### src/rtl/tdm_demux_pkg.sv
// Shared types and defaults for the two-channel TDM demultiplexer.
// The FSM encoding is fixed here so that checkers and the RTL agree on it.
package tdm_demux_pkg;

   localparam int TDM_WIDTH_DEFAULT = 8;

   typedef enum logic {
      WAIT_A = 1'b0,
      WAIT_B = 1'b1
   } tdm_state_e;

endpackage : tdm_demux_pkg

### src/rtl/tdm_demux_2ch.sv
// Splits an A/B time-multiplexed sample stream into coherent channel pairs.
// Out-of-order tags raise a sticky flag, and the pair is rebuilt from the next A sample.
module tdm_demux_2ch
   import tdm_demux_pkg::*;
#(
   parameter int WIDTH = TDM_WIDTH_DEFAULT
) (
   input  logic             clk,
   input  logic             rst,
   input  logic             clr,
   input  logic [WIDTH-1:0] din,
   input  logic             din_valid,
   input  logic             sel,
   output logic [WIDTH-1:0] out_a,
   output logic [WIDTH-1:0] out_b,
   output logic             pair_valid,
   output logic             seq_err,
   output logic [7:0]       pair_cnt,
   output tdm_state_e       dbg_state
);

   tdm_state_e       state_q, state_d;
   logic [WIDTH-1:0] shadow_a_q, shadow_a_d;
   logic [WIDTH-1:0] out_a_q, out_a_d;
   logic [WIDTH-1:0] out_b_q, out_b_d;
   logic             pair_valid_q, pair_valid_d;
   logic             seq_err_q, seq_err_d;
   logic [7:0]       pair_cnt_q, pair_cnt_d;

   always_ff @(posedge clk or posedge rst) begin
      if (rst) begin
         state_q      <= WAIT_A;
         shadow_a_q   <= '0;
         out_a_q      <= '0;
         out_b_q      <= '0;
         pair_valid_q <= 1'b0;
         seq_err_q    <= 1'b0;
         pair_cnt_q   <= 8'd0;
      end else begin
         state_q      <= state_d;
         shadow_a_q   <= shadow_a_d;
         out_a_q      <= out_a_d;
         out_b_q      <= out_b_d;
         pair_valid_q <= pair_valid_d;
         seq_err_q    <= seq_err_d;
         pair_cnt_q   <= pair_cnt_d;
      end
   end

   // Clear takes priority over a coincident sample, so that sample is dropped silently.
   always_comb begin
      state_d      = state_q;
      shadow_a_d   = shadow_a_q;
      out_a_d      = out_a_q;
      out_b_d      = out_b_q;
      pair_valid_d = 1'b0;
      seq_err_d    = seq_err_q;
      pair_cnt_d   = pair_cnt_q;
      if (clr) begin
         state_d    = WAIT_A;
         seq_err_d  = 1'b0;
         pair_cnt_d = 8'd0;
      end else if (din_valid) begin
         unique case (state_q)
            WAIT_A: begin
               if (!sel) begin
                  shadow_a_d = din;
                  state_d    = WAIT_B;
               end else begin
                  seq_err_d = 1'b1;
               end
            end
            WAIT_B: begin
               if (sel) begin
                  out_a_d      = shadow_a_q;
                  out_b_d      = din;
                  pair_valid_d = 1'b1;
                  pair_cnt_d   = pair_cnt_q + 8'd1;
                  state_d      = WAIT_A;
               end else begin
                  // A repeated A sample replaces the stale one.
                  seq_err_d  = 1'b1;
                  shadow_a_d = din;
               end
            end
            default: state_d = WAIT_A;
         endcase
      end
   end

   assign out_a      = out_a_q;
   assign out_b      = out_b_q;
   assign pair_valid = pair_valid_q;
   assign seq_err    = seq_err_q;
   assign pair_cnt   = pair_cnt_q;
   assign dbg_state  = state_q;

endmodule : tdm_demux_2ch

### config.mk
export PLATFORM = sky130hd
export DESIGN_NAME = tdm_demux_2ch
export DESIGN_NICKNAME = d
export VERILOG_FILES = /design/src/rtl/tdm_demux_pkg.sv /design/src/rtl/tdm_demux_2ch.sv
export SDC_FILE = /design/constraint.sdc
export NUM_CORES = 1
export LEC_CHECK = 0
export CAP_MARGIN = 10
export CORE_ASPECT_RATIO = 2
export CORE_UTILIZATION = 49
export CTS_BUF_LIST = sky130_fd_sc_hd__clkbuf_4 sky130_fd_sc_hd__clkbuf_8
export DETAILED_ROUTE_END_ITERATION = 7
export GPL_ROUTABILITY_DRIVEN = 0
export PLACE_DENSITY = 0.81
export SLEW_MARGIN = 0
export SYNTH_ARGS = -nofsm -noshare
export SYNTH_HDL_FRONTEND = slang
export SYNTH_SLANG_ARGS = --single-unit
### constraint.sdc
create_clock -name clk -period 2 [get_ports clk]
set_input_delay 0.6 -clock clk [delete_from_list [all_inputs] [get_ports clk]]
set_output_delay 0.6 -clock clk [all_outputs]
set_load 0.01 [all_outputs]
==> results_dict.tcl <==
set metrics [dict create \
    status "complete, no violations" \
    postSynthCellCount 102 \
    diodes 0 \
    overflow 0 \
    setup_viol 0 \
    multi_input_area_um2 542 \
    ys_types 23 \
    ant_nets 0 \
    power.density_nw_per_um2 958 \
    critPathMaxFanout 6 \
    required_ps 1400 \
    dieHeight_um 79.0 \
    comb_power_share_pct 21.4 \
    rrSetupSlack_ps 550 \
    cp.arrival_ps 1290 \
    grt_usage_pct 21.1 \
    ctsHoldBuffers 0 \
    crit_slowest_cell "clkdlybuf4s50_1" \
    critPathLaunchType "register" \
    intPower_mw 1.51 \
    p_leak_nw 0.938 \
    die_w_um 40.5 \
    grt_pass1_vias 1028 \
    r2r-end "pair_cnt[6]" \
    wl_per_cell_um 15.5 \
    end_kind "output port" \
    ys_warn_count 0 \
    dieArea_um2 3200 \
    period_minus_slack_ps 1890 \
    grt_first_pass_wirelength_mm 4.49 \
    drc 0 \
    nFillCells 181 \
    htreeDepth 2 \
    cts_tree "yes" \
    final_cell_mix "39 x clkdlybuf4s50_1, 34 x dfrtp_1, 14 x mux2_2, 9 x mux2_4, 8 x buf_4" \
    worstMarginPinSlew_ps 427 \
    hold_viol 0 \
    cts_buffers 5 \
    placeableCoreArea_um2 2770 \
    cts.clk_slew.worst_paths_ps 70 \
    clock_power_share_pct 33.4 \
    rr_worst_depth 4 \
    clock_path_buffers 2 \
    seq_area_um2 877 \
    synthAdderAreaFrac_pct 0.862 \
    drt-total-wl_mm 2.85 \
    timing.final.crit_share_pct 94.6 \
    worstSetupPathType "reg -> out" \
    seqPwrFrac_pct 45.3 \
    start_util_pct 52.4 \
    setup.worst_path.start "dbg_state" \
    final_util_pct 74.0 \
    syn-cell-area_um2 1450 \
    io_buffer_count 39 \
    yosysSeqAreaShare_pct 60.3 \
    synthesis.nets 116 \
    min_path_type "reg -> reg" \
    worst-path-buf-inv 1 \
    dp.cells 176 \
    synth_compound_gate_area_share_pct 4.48 \
    ys_ff_latch 35 \
    via_count 1004 \
    switching_power_mw 0.455 \
    power_switching_share_pct 23.2 \
    relSlewSlack_pct 71.5 \
    layout_commonest_cell "clkdlybuf4s50_1" \
    cap_violations 0 \
    fmax_ghz 0.529 \
    vdd_drop_max_v 0.000812 \
    firstDrtPassIters 4 \
    cts_sinks 35 \
    root_buffer "clkbuf_8" \
    routed_via_density 5.46 \
    cpPeakStageDelay_ps 560 \
    grt_max_degree 36 \
    maxSlewViolCount 0 \
    yosys.area_share.simple_pct 8.53 \
    hpwl_mm 2.12 \
    cp-endpoint "dbg_state" \
    synth_top_family_by_area "multiplexers" \
    rsz0062_at_grt "no" \
    pin_count 40 \
    finClkSkew_ps 5.74 \
    final_layout_size_suffix_gt1_share_pct 28.4 \
    initialDrtViolationCount 25 \
    avgSynthCellArea_um2 14.2 \
    antenna_found_initial 0 \
    synthMuxAreaShare_pct 21.6 \
    rows 27 \
    critical_path.top_delay_family "buffers and inverters" \
    fin_cells 184 \
    clk_latency_ps 290 \
    fin_nets 168 \
    r2r_start "pair_cnt[0]" \
    synth-xor-area-share_pct 1.81 \
    cp.depth 1 \
    cp_cell_sequence "clkdlybuf4s50_1" \
    syn2layout_area_growth_pct 41.3 \
]
cell type report:
type,count,share of cell area [%]
sequential,35,42.8
timing repair buffer,48,22.9
tap,29,1.77
inverter,2,0.366
clock buffer,6,4.03
clock inverter,2,1.71
multi-input combinational,62,26.4
cell families after synthesis:
family	count (synthesis)
adders and majority gates	1
muxes	25
xor gates and xnor gates	3
AOI/OAI and AO/OA	12
buffers and inverters	5
and+or+nand+nor	21
DFF	35
through the flow:
stage	setup TNS (ps)	power (mW)	worst slack, ps	instance area [µm²]	hold slack [ps]
floorplan	0	1.08	400	1450	454
global placement	-2230	1.31	-112	1930	465
detailed placement	-3140	1.33	-157	1930	475
CTS	0	1.99	36.5	2050	492
global route	0	2.06	43.7	2050	519
finish	0	1.96	109	2050	496
synth_stat cells (all sizes together):
master / number / area (µm²)
a21oi: 7 / 35.0
buf: 2 / 22.5
clkbuf: 1 / 3.75
dfrtp: 35 / 876
ha: 1 / 12.5
inv: 2 / 7.51
mux2: 24 / 304
mux2i: 1 / 10.0
nand2: 4 / 15.0
nand2b: 2 / 12.5
nand3: 1 / 10.0
nand4: 3 / 25.0
nor2: 5 / 21.3
o21ai: 3 / 15.0
o31ai: 2 / 15.0
or2: 1 / 6.26
or3: 3 / 18.8
or4: 2 / 15.0
xor2: 3 / 26.3
metal layers:
metal	GRT usage, %	wire length, µm	vias to the layer above
li1	-	-	464
met1	20.6	1020	507
met2	36.0	1640	27
met3	6.42	116	6
met4	11.0	68	0
met5	0	0	-
power groups by stage:
stage	registers (mW)	clock network (mW)	logic, mW
after CTS	0.890	0.675	0.427
after global placement	0.897	0	0.413
after floorplan	0.932	0	0.148
final	0.889	0.655	0.420
after detailed placement	0.902	0	0.425
after global routing	0.906	0.702	0.449
registers in the layout, indices dropped and copies added (netlist names):
signal	flops
out_a	8
dbg_state	1
out_b	8
pair_valid	1
pair_cnt	8
shadow_a_q	8
seq_err	1
repair_timing:
| action | in CTS | in global routing |
|---|---|---|
| resized for setup | 0 | 1 |
| buffers inserted | 0 | 0 |
| setup endpoints to repair | 0 | 1 |
how the worst min path moves through the flow:
| stage | startpoint | end | slack, ps | depth (start not counted) |
|---|---|---|---|---|
| after detailed placement | shadow_a_q[7] | shadow_a_q[7] | 480 | 1 |
| after CTS | shadow_a_q[7] | shadow_a_q[7] | 490 | 1 |
| after global routing | shadow_a_q[7] | shadow_a_q[7] | 520 | 1 |
| after global placement | shadow_a_q[7] | shadow_a_q[7] | 460 | 1 |
| after floorplan | shadow_a_q[7] | shadow_a_q[7] | 450 | 1 |
| final | shadow_a_q[7] | shadow_a_q[7] | 500 | 1 |
No activity file was read; power rests on OpenSTA's default activity.
